## config.mk

```make
export PLATFORM = sky130hd
export DESIGN_NAME = mult_rr_scheduler
export DESIGN_NICKNAME = d
export VERILOG_FILES = /design/src/rtl/mult_rr_scheduler.sv
export SDC_FILE = /design/constraint.sdc
export NUM_CORES = 1
export LEC_CHECK = 0
export BUFFER_PORTS_ARGS = -buffer_cell sky130_fd_sc_hd__buf_2
export CORE_MARGIN = 10
export CORE_UTILIZATION = 45
export DETAILED_ROUTE_END_ITERATION = 8
export PLACE_DENSITY = 0.68
export SYNTH_ARGS = -nofsm -noshare
export SYNTH_HDL_FRONTEND = slang
export SYNTH_SLANG_ARGS = --single-unit
```

## constraint.sdc

```tcl
create_clock -name clk -period 8.4 [get_ports clk]
set_input_delay 0.84 -clock clk [delete_from_list [all_inputs] [get_ports clk]]
set_output_delay 0.84 -clock clk [all_outputs]
set_load 0.02 [all_outputs]
```

## src/rtl/mult_rr_scheduler.sv

```systemverilog
// mult_rr_scheduler: shares one combinational array multiplier among NUM_REQ
// requesters. It uses round-robin arbitration, a registered operand stage and
// a registered result stage with valid/ready backpressure. Each result carries
// the index of the requester that issued it.
// Optional build macro MULT_PIPE_EN inserts a product register (s2) between
// the multiplier and the output register. That adds one cycle of latency.

module mult_rr_array_mult #(
  parameter int N = 8
) (
  input  logic [N-1:0]   a,
  input  logic [N-1:0]   b,
  output logic [2*N-1:0] p
);

  logic [N:0] acc;

  // Row-by-row shift-add array: each row adds one partial product to the
  // running sum and retires its low bit into the product.
  always_comb begin
    p      = '0;
    acc    = {1'b0, a & {N{b[0]}}};
    p[0]   = acc[0];
    for (int unsigned r = 1; r < N; r++) begin
      acc  = {1'b0, acc[N:1]} + {1'b0, a & {N{b[r]}}};
      p[r] = acc[0];
    end
    p[2*N-1:N] = acc[N:1];
  end

endmodule

module mult_rr_scheduler #(
  parameter int N       = 8,
  parameter int NUM_REQ = 4,
  parameter int ID_W    = $clog2(NUM_REQ)
) (
  input  logic                 clk,
  input  logic                 rst,
  input  logic [NUM_REQ-1:0]   req_valid,
  input  logic [NUM_REQ*N-1:0] req_a,
  input  logic [NUM_REQ*N-1:0] req_b,
  output logic [NUM_REQ-1:0]   req_ready,
  output logic                 out_valid,
  output logic [2*N-1:0]       out_p,
  output logic [ID_W-1:0]      out_id,
  input  logic                 out_ready
);

  localparam int unsigned NR = NUM_REQ;

  logic            adv;
  logic            found;
  logic            hs;
  logic [ID_W-1:0] winner;
  logic [ID_W-1:0] ptr;

  logic            s1_valid;
  logic [N-1:0]    s1_a;
  logic [N-1:0]    s1_b;
  logic [ID_W-1:0] s1_id;
  logic [2*N-1:0]  prod;

`ifdef MULT_PIPE_EN
  logic            s2_valid;
  logic [2*N-1:0]  s2_p;
  logic [ID_W-1:0] s2_id;
`endif

  // The whole pipeline advances in lockstep whenever the output slot can drain.
  always_comb begin
    adv = !out_valid | out_ready;
  end

  // Round-robin search starting just after the last winner. The pointer itself
  // is checked last, so a lone active requester still wins every cycle.
  always_comb begin
    found  = 1'b0;
    winner = '0;
    for (int unsigned k = 1; k <= NR; k++) begin
      if (!found && req_valid[(32'(ptr) + k) % NR]) begin
        found  = 1'b1;
        winner = ID_W'((32'(ptr) + k) % NR);
      end
    end
  end

  // Grant only the winner, only when the pipeline can take it and not in reset.
  always_comb begin
    req_ready = '0;
    hs        = !rst && found && adv;
    if (hs) begin
      req_ready[winner] = 1'b1;
    end
  end

  // Priority pointer moves to the last winner on every accepted request.
  always_ff @(posedge clk) begin
    if (rst) begin
      ptr <= ID_W'(NUM_REQ - 1);
    end else if (hs) begin
      ptr <= winner;
    end
  end

  // Operand register captures the winner's operands and tag.
  always_ff @(posedge clk) begin
    if (rst) begin
      s1_valid <= 1'b0;
      s1_a     <= '0;
      s1_b     <= '0;
      s1_id    <= '0;
    end else if (adv) begin
      s1_valid <= hs;
      s1_a     <= req_a[winner*N +: N];
      s1_b     <= req_b[winner*N +: N];
      s1_id    <= winner;
    end
  end

  mult_rr_array_mult #(.N(N)) u_mult (
    .a (s1_a),
    .b (s1_b),
    .p (prod)
  );

`ifdef MULT_PIPE_EN
  // Product register that breaks the multiplier path away from the output flops.
  always_ff @(posedge clk) begin
    if (rst) begin
      s2_valid <= 1'b0;
      s2_p     <= '0;
      s2_id    <= '0;
    end else if (adv) begin
      s2_valid <= s1_valid;
      s2_p     <= prod;
      s2_id    <= s1_id;
    end
  end

  // Output register that is fed by the product register.
  always_ff @(posedge clk) begin
    if (rst) begin
      out_valid <= 1'b0;
      out_p     <= '0;
      out_id    <= '0;
    end else if (adv) begin
      out_valid <= s2_valid;
      out_p     <= s2_p;
      out_id    <= s2_id;
    end
  end
`else
  // Output register that is fed directly by the multiplier.
  always_ff @(posedge clk) begin
    if (rst) begin
      out_valid <= 1'b0;
      out_p     <= '0;
      out_id    <= '0;
    end else if (adv) begin
      out_valid <= s1_valid;
      out_p     <= prod;
      out_id    <= s1_id;
    end
  end
`endif

endmodule

```

==> results.md, run 1 <==
* Clk pwr share at 14.0%
* DRT iter0 DRCs at 174
* Gr usage total at 15.2%
* NetSw at about 0.39 mW
* Core Box Area at around 0.01 mm2
* Synthesized area per cell at roughly 8.4 um2
* Die height at about 120 um
* Post-place setup slack at between 1 and 1.5 ns
* Final Wtd Congestion at about 0.9
* Post-synthesis mux area share at approximately 7.6%
* Synth warnings at 0
* Cells after Synth at 533
* Worst path max stage delay at between 0.5 and 0.6 ns
* Initial Utilization at between 40 and 50%
* Setup violators final at 0
* Pint at around 0.51 mW
* Slew headroom at 30.2%
* RSZ-0062 raised after global routing: false
* Clock transition at path regs at 0.08 ns
* Post-synth EDFFs at 0
* Largest net degree at the start of global routing at 45
* Max Clock Freq at between 100 and 150 MHz
* DRC errors left at 0
* CP required at 8.64 ns
* Global route overflow at 0
* Post-DP HPWL at slightly below 9 mm
* Layout area overhead at 13.6%
* Compound-Gate Fraction of Synth Area at 22.5%
* Yosys cell types at 48
* CP Launch Type: register
* Sequential Power Share at 30.0%
* Sw Share at between 40% and 50%
* Die ar. at between 0.01 and 0.015 mm2
* Top FF cell, synth: dfxtp_1
* FFs w/ async S/R, synth at 0%
* Wire per inst at 14.9 um
* Fillcell total at ~960
* Minimum clock period at ~7.4 ns
* Worst skew pair latency at 0.30 ns
* Initial antenna violation count at 0
* Final worst path period share at roughly nine tenths
* Hold Path Class: reg -> reg
* Ratio of cells with drive above 1 in the final layout at approximately a fifth
* Synth Register Bits at 40
* Worst setup path class: reg -> reg
* Post-CTS Setup Repair Bufs at 0
* Pins Over Slew Limit at 0
* Rows at 36
* Worst-Margin Slew at around 1.0 ns
* Num CTS Buffers at 5
* Most common cell on crit path: ha_1
* CTS resizes at 0
* Ports at between 90 and 100
* CTS tree: built
* Max Root-Sink Buffers at 2
* Root Buffer: clkbuf_8
* DIE WIDTH at around 120 um
* Post-Synth XOR/XNOR Area at 6.86%
* Crit path buffers/inverters at 1
* Final clock skew at 0.00873 ns
* Crit Path Max Fanout at 9
* DRT Pass-1 Iters at 4
* Number of H-tree levels at 2
* N_diodes at 0
* Syn nets at approximately 670
* Nets at between 700 and 800
* Run status: completed
* Via Count at about 4000
* Vias per cell at between 5 and 6
* Final worst slack at roughly 0.96 ns
* Power Density at about 180 mW/mm2
* Setup crit end kind: register
* Post-DRT Antenna Nets at 0
* Crit-path slowest cell: or4_1
* Final Routed Wirelength at 11.1 mm
* Max Cap Violations at 0
* Hold-fix buffers, CTS at 0
* CP delay by family, top: compound AO/OA/AOI/OAI gates
* Setup TNS at 0 ns
* TritonCTS sink count at 40
* Fin. Hold Viols at 0
* I/O Buffers at 93
* Combinational Power Share at a little under three fifths
* Peak VDD IR at 0.144 mV
* Sequential area share after synthesis at between 15 and 20%
* First-pass GRT wire length at between 15 and 20 mm
* Post-synthesis cell area at between 0.004 and 0.005 mm2
* Leakage at about 2.6 nW
* Number of global-route vias before repair at 4055
* Post-synthesis adder-cell area fraction at 20.2%
* Synth Area in Simple Gates at around a fifth
* Critical Path AT at between 7 and 8 ns
* Largest family of logic cells by synthesized area: compound AO/OA/AOI/OAI gates
-- worst min-delay path, delay by kind of cell, from the launching register on --
family             cells  cell delay, ns
AOI/OAI and AO/OA      1            0.05
DFF                    1            0.31
and+or+nand+nor        1            0.05
-- registers in the layout, indices dropped and copies added (netlist names) --
register and flops:
out_p 16, s1_a 8, s1_b 8, out_id 2, ptr 2, s1_id 2
out_valid 1, s1_valid 1
-- synthesized netlist by cell type, drive strengths merged, types with 3 or more instances --
| master | instances | share of area, % |
|---|---|---|
| nand2b | 5 | 0.70 |
| a31oi | 5 | 0.70 |
| clkbuf | 12 | 1.1 |
| o21a | 3 | 0.50 |
| a21oi | 30 | 3.4 |
| a221oi | 16 | 4.5 |
| nand3 | 5 | 0.56 |
| o21ai | 16 | 1.8 |
| mux2i | 34 | 7.6 |
| nand3b | 3 | 0.50 |
| fa | 7 | 3.1 |
| inv | 24 | 2.0 |
| nor2b | 9 | 1.3 |
| o31a | 3 | 0.59 |
| buf | 7 | 1.9 |
| o211ai | 3 | 0.50 |
| nor3 | 10 | 1.1 |
| o41ai | 5 | 0.98 |
| xnor2 | 27 | 5.3 |
| nor2 | 39 | 3.3 |
| and2 | 56 | 7.8 |
| xor2 | 8 | 1.6 |
| dfxtp | 40 | 18 |
| o22ai | 3 | 0.42 |
| ha | 61 | 17 |
| o21bai | 18 | 3.0 |
| a21o | 16 | 2.7 |
| a211oi | 8 | 1.3 |
| nand2 | 45 | 3.8 |
-- kinds of logic (layout without fill, tap and decap cells) --
group | count (synthesis) | count (layout)
adders and majority gates | 68 | 68
muxes | 34 | 34
xor gates and xnor gates | 35 | 35
and+or+nand+nor | 177 | 177
DFF | 40 | 40
AOI/OAI and AO/OA | 136 | 136
buffers and inverters | 43 | 127
-- layout by cell type, fill, tap and decap left out, drive strengths merged, types with 5 or more instances in the layout --
master,instances
o41ai,5
nand3,5
nand2b,5
o21bai,18
ha,61
a21o,16
a221oi,16
inv,24
buf,96
fa,7
a211oi,8
a31oi,5
clkbuf,5
mux2i,34
o21ai,16
nor2,39
a21oi,30
nor2b,9
nor3,10
xor2,8
xnor2,27
and2,56
dfxtp,40
nand2,45
-- routing by layer --
metal | GRT usage (%) | vias to the layer above | wire length (um) | part of all wire [%]
li1 | - | 2075 | - | -
met1 | 19.9 | 1829 | 5250 | 47
met2 | 25.4 | 80 | 5360 | 48
met3 | 2.53 | 8 | 427 | 3.8
met4 | 3.62 | 0 | 101 | 0.91
met5 | 0 | - | 0 | 0
-- through the flow --
stage / instance area (um2) / cells / power (mW) / hold slack (ns) / util [%]
2_1_floorplan: 4470 / 533 / 0.660 / 0.423 / -
3_3_place_gp: 4990 / 743 / 0.767 / 0.434 / 51.3
3_5_place_dp: 4990 / 743 / 0.778 / 0.440 / 51.3
4_1_cts: 5070 / 750 / 0.908 / 0.451 / 52.1
5_1_grt: 5070 / 750 / 0.980 / 0.472 / 52.1
6_report: 5070 / 750 / 0.898 / 0.448 / 52.1
-- path summary, 6_finish.rpt --
check                         from                     end  slack, ns  depth (start not counted)
max reg2reg   s1_a[1]$_SDFFE_PP0N_  out_p[12]$_SDFFE_PP0N_       0.96                         32
min reg2reg  out_p[8]$_SDFFE_PP0N_   out_p[8]$_SDFFE_PP0N_       0.45                          2
min          out_p[8]$_SDFFE_PP0N_   out_p[8]$_SDFFE_PP0N_       0.45                          2
max           s1_a[1]$_SDFFE_PP0N_  out_p[12]$_SDFFE_PP0N_       0.96                         32
-- power by group through the flow --
stage | Sequential, mW | Combinational, mW | Clock [mW]
6_report | 0.269 | 0.504 | 0.125
2_1_floorplan | 0.279 | 0.381 | 0
3_5_place_dp | 0.274 | 0.504 | 0
3_3_place_gp | 0.272 | 0.495 | 0
5_1_grt | 0.276 | 0.566 | 0.138
4_1_cts | 0.270 | 0.507 | 0.131
-- cell type report --
class,instances,area [um2],area share [%]
Sequential cell,40,801,15.8
Multi-Input combinational cell,450,3450,67.9
Clock inverter,2,12.5,0.247
Timing Repair Buffer,96,488,9.62
Clock buffer,5,68.8,1.36
Tap cell,133,166,3.28
Inverter,24,90.1,1.78
(Power assumes the default switching activity.)
==> inputs of run 2 (changes only) <==
CORE_ASPECT_RATIO = 1.4   (was not set)
==> run 2 against run 1 <==
Compared with the run above:
- routed wire length is 9.1% higher
- sequential power about the same
- register-to-register slack worse by 0.14 ns
- critical path type unchanged
- largest power group unchanged
==> results.md, run 2 (synthesized netlist as in run 1, its figures left out) <==
* Slew headroom at ~29%
* Hold Path Class: reg -> reg
* Gr usage total at between 15 and 20%
* Max Root-Sink Buffers at 2
* Root Buffer: clkbuf_16
* CTS resizes at 0
* Max Clock Freq at around 130 MHz
* Run status: completed
* Num CTS Buffers at 5
* Fillcell total at between 900 and 1000
* Cell count of the worst reg-to-reg path at 34
* Worst path max stage delay at ~0.49 ns
* Crit path buffers/inverters at 1
* Power Density at roughly 190 mW/mm2
* Ports at 94
* Worst skew pair latency at around 0.30 ns
* Vias per cell at 5.42
* Peak VDD IR at 0.128 mV
* Pins Over Slew Limit at 0
* I/O Buffers at a little over 90
* Worst-Margin Slew at about 1.1 ns
* Hold Path Origin: out_p[2]$_SDFFE_PP0N_
* CP required at 8.61 ns
* Crit Path Max Fanout at 9
* Post-DRT Antenna Nets at 0
* Post-DP HPWL at 9.56 mm
* DRT iter0 DRCs at 124
* Setup TNS at 0 ns
* Most common cell on crit path: ha_1
* Clock transition at path regs at around 0.060 ns
* Fin. Hold Viols at 0
* CTS tree: built
* Final worst path period share at between 90% and 100%
* Wire per inst at between 15 and 20 um
* Number of H-tree levels at 2
* Number of global-route vias before repair at about 4200
* First-pass GRT wire length at 19.6 mm
* Die ar. at between 0.01 and 0.015 mm2
* Final Routed Wirelength at around 12 mm
* Most common cell after layout, fill and taps aside: buf_2
* CP Launch Type: register
* Crit-path slowest cell: dfxtp_1
* N_diodes at 0
* Worst r2r dst: out_p[14]$_SDFFE_PP0N_
* DIE WIDTH at 104 um
* Rows at 43
* Most frequent cells in the layout: buf_2, ha_1, and2_1
* Initial Utilization at 45.6%
* Core Box Area at just under 0.01 mm2
* Ratio of cells with drive above 1 in the final layout at 19.6%
* Placed cell area at roughly 0.0050 mm2
* Critical Path AT at between 7 and 8 ns
* Max FFs per register at 16
* DRC errors left at 0
* Design area at a little over 0.005 mm2
* Max Cap Violations at 0
* Largest net degree at the start of global routing at between 40 and 50
* Setup violators final at 0
* Hold-fix buffers, CTS at 0
* CP delay by family, top: compound AO/OA/AOI/OAI gates
* Reg2Reg Setup Slack at about 0.82 ns
* Cell count of the worst hold path at 2
* Final clock skew at 0.0132 ns
* Leakage at ~2.7 nW
* Via Count at between 4000 and 5000
* Worst setup path startpoint: s1_a[1]$_SDFFE_PP0N_
* Top flop regs: out_p x16, s1_a x8, s1_b x8
* Post-CTS Setup Repair Bufs at 0
* Worst setup path class: reg -> reg
* TritonCTS sink count at 40
* Minimum clock period at 7.58 ns
* Initial antenna violation count at 0
* RSZ-0062 raised after global routing: false
* Global route overflow at 0
* Nets at 756
* Layout area overhead at 14.9%
* Largest register by flop count: out_p
* DRT Pass-1 Iters at 4
* Setup crit end kind: register
* Final Wtd Congestion at around 0.8
* Worst Hold End: out_p[2]$_SDFFE_PP0N_
* Die height at ~140 um
* Reg2reg start: s1_a[1]$_SDFFE_PP0N_
run 2: cell counts in the layout (fill, tap and decap cells not counted):
Identical to the previous run, type by type.
run 2: how the worst max path moves through the flow:
stage,endpoint,cells past startpoint
2_1_floorplan,out_p[12]$_SDFFE_PP0N_,33
3_3_place_gp,out_p[14]$_SDFFE_PP0N_,34
3_5_place_dp,out_p[14]$_SDFFE_PP0N_,34
4_1_cts,out_p[14]$_SDFFE_PP0N_,34
5_1_grt,out_p[14]$_SDFFE_PP0N_,34
6_report,out_p[14]$_SDFFE_PP0N_,34
run 2: layer usage:
layer  vias to the layer above  wire length, um  track usage [%]
li1                       2075                -                -
met1                      1909             4900             17.7
met2                        69             6630             31.6
met3                        20              314             2.37
met4                         0              315             6.67
met5                         -                0                0
run 2: power by group:
| group | internal (mW) | switching, mW |
|---|---|---|
| combinational | 0.227 | 0.279 |
| sequential | 0.226 | 0.0424 |
| clock | 0.108 | 0.0869 |
| total | 0.561 | 0.408 |
run 2: area by class of cell:
class,instances,area (um2),area share (%)
well taps,135,169,3.29
flip-flops and latches,40,801,15.6
repair buffers,96,488,9.51
clock buffers,5,125,2.44
inverters,24,90.1,1.76
clock inverters,2,12.5,0.244
multi-input cells,450,3450,67.2
run 2: worst reg2reg max path: cells and delay by family (launching register included):
kind | cells | cell delay, ns
and+or+nand+nor | 3 | 0.38
DFF | 1 | 0.49
AOI/OAI and AO/OA | 17 | 3.23
adders and majority gates | 8 | 2.37
xor gates and xnor gates | 5 | 0.96
buffers and inverters | 1 | 0.06
run 2: stage by stage:
stage	setup WS, ns	power [mW]	hold slack, ns	cells	utilization, %
final	0.820	0.969	0.446	752	52.4
after detailed placement	0.873	0.779	0.442	745	51.0
after CTS	0.842	0.979	0.452	752	52.4
after floorplan	1.52	0.660	0.423	533	-
after global routing	0.233	1.05	0.470	752	52.4
after global placement	1.24	0.765	0.434	745	51.0
==> inputs of run 3 (changes only) <==
PLACE_DENSITY = 0.79   (was 0.68)
==> run 3 against run 2 <==
Compared with the run above:
- via count increased by 0.76%
- power rose by 3.8%
- routed wire length down 2.6%
- die area stayed put
- global-route usage down 0.95 points
- core utilization grew 0.38 points
- register-to-register slack worse by 0.11 ns
- non-clock buffer count is the same
==> results.md, run 3 (synthesized netlist as in run 1, its figures left out) <==
* Run status: completed
* CP required at about 8.6 ns
* Max Cap Violations at 0
* Layout area overhead at 15.7%
* Clock transition at path regs at roughly 0.060 ns
* Hold-fix buffers, CTS at 0
* Peak VDD IR at between 0.1 and 0.15 mV
* RSZ-0062 raised after global routing: false
* Critical Path AT at between 7 and 8 ns
* Leakage at 2.68 nW
* Hold Path Class: reg -> reg
* Slew headroom at 26.1%
* Largest net degree at the start of global routing at 45
* Final clock skew at between 0.004 and 0.005 ns
* Max FFs per register at 16
* Worst r2r dst: out_p[14]$_SDFFE_PP0N_
* TritonCTS sink count at 40
* Fin. Hold Viols at 0
* Most common cell after layout, fill and taps aside: buf_2
* CTS resizes at 0
* Ratio of cells with drive above 1 in the final layout at 19.6%
* Power Density at roughly 190 mW/mm2
* Max Root-Sink Buffers at 2
* Cell count of the worst reg-to-reg path at 34
* Reg2reg start: s1_a[1]$_SDFFE_PP0N_
* Worst setup path class: reg -> reg
* Design area at about 0.0052 mm2
* I/O Buffers at 93
* Final Routed Wirelength at 11.8 mm
* Setup crit end kind: register
* N_diodes at 0
* Die ar. at 0.0144 mm2
* Rows at 43
* DIE WIDTH at 104 um
* Max Clock Freq at 130 MHz
* Minimum clock period at between 7 and 8 ns
* Worst-Margin Slew at approximately 1.1 ns
* Cell count of the worst hold path at 2
* Root Buffer: clkbuf_16
* Worst skew pair latency at about 0.29 ns
* Nets at between 700 and 800
* Post-DP HPWL at approximately 9.5 mm
* Final worst path period share at 91.6%
* Global route overflow at 0
* Crit Path Max Fanout at 9
* Worst Hold Slack at 0.451 ns
* Reg2Reg Setup Slack at ~0.70 ns
* DRC errors left at 0
* Placed cell area at ~0.0050 mm2
* CTS tree: built
* Most common cell on crit path: ha_1
* Setup violators final at 0
* Pwr Total at roughly 1 mW
* Fin cells at roughly 750
* DRT iter0 DRCs at 155
* Setup TNS at 0 ns
* Top flop regs: out_p x16, s1_a x8, s1_b x8
* Number of global-route vias before repair at 4326
* Largest register by flop count: out_p
* Gr usage total at 15.5%
* Crit-path slowest cell: dfxtp_1
* Wire per inst at approximately 16 um
* Pins Over Slew Limit at 0
* Worst path max stage delay at 0.53 ns
* Hold Path Origin: out_p[6]$_SDFFE_PP0N_
* Via Count at between 4000 and 5000
* First-pass GRT wire length at approximately 19 mm
* CP Launch Type: register
* DRT Pass-1 Iters at 4
* Post-DRT Antenna Nets at 0
* Core Box Area at approximately 0.0098 mm2
* Vias per cell at 5.45
* Worst Hold End: out_p[6]$_SDFFE_PP0N_
* Placed cells at 745
* Num CTS Buffers at 5
* Post-CTS Setup Repair Bufs at 0
* Initial antenna violation count at 0
* Number of H-tree levels at 2
* Final Wtd Congestion at ~0.89
* Die height at about 140 um
* Most frequent cells in the layout: buf_2, ha_1, and2_1
* Ports at 94
* Initial Utilization at ~46%
## run 3: worst max-delay path, delay by kind of cell, from the launching register on
family	cells	cell delay (ns)
AO/OA/AOI/OAI	17	3.31
XOR/XNOR	5	0.93
adder cells (fa/ha/maj)	8	2.37
buffers and inverters	1	0.06
flip-flops	1	0.53
AND/OR/NAND/NOR	3	0.38
## run 3: how the worst max path moves through the flow
stage	slack, ns	cells past startpoint	to	from
6_report	0.70	34	out_p[14]$_SDFFE_PP0N_	s1_a[1]$_SDFFE_PP0N_
5_1_grt	0.05	34	out_p[14]$_SDFFE_PP0N_	s1_a[1]$_SDFFE_PP0N_
4_1_cts	0.75	34	out_p[14]$_SDFFE_PP0N_	s1_a[1]$_SDFFE_PP0N_
3_5_place_dp	0.79	34	out_p[14]$_SDFFE_PP0N_	s1_a[1]$_SDFFE_PP0N_
3_3_place_gp	1.26	32	out_p[12]$_SDFFE_PP0N_	s1_a[1]$_SDFFE_PP0N_
2_1_floorplan	1.52	33	out_p[12]$_SDFFE_PP0N_	s1_a[1]$_SDFFE_PP0N_
## run 3: per-stage QoR
stage	worst slack [ns]	util [%]
floorplan	1.52	-
detailed placement	0.793	51.0
global route	0.0531	52.8
CTS	0.750	52.8
global placement	1.26	51.0
finish	0.705	52.8
## run 3: layout make-up
cell class | instances | area, um2
Fill cell | 932 | 4620
Multi-Input combinational cell | 450 | 3440
Sequential cell | 40 | 801
Timing Repair Buffer | 96 | 488
Tap cell | 135 | 169
Clock buffer | 6 | 139
Inverter | 24 | 90.1
Clock inverter | 2 | 38.8
## run 3: per-layer routing
layer	vias up	global-route usage, %	wire, um
met5	-	0	0
met4	0	7.98	389
met3	24	1.58	254
met2	63	31.3	6650
met1	1944	15.3	4540
li1	2073	-	-
## run 3: power by group
part | internal, mW | leakage (nW) | total, mW | switching [mW]
Combinational | 0.229 | 2.27 | 0.509 | 0.280
Sequential | 0.226 | 0.331 | 0.269 | 0.0426
Clock | 0.149 | 0.0871 | 0.227 | 0.0787
Total | 0.604 | 2.68 | 1.01 | 0.402
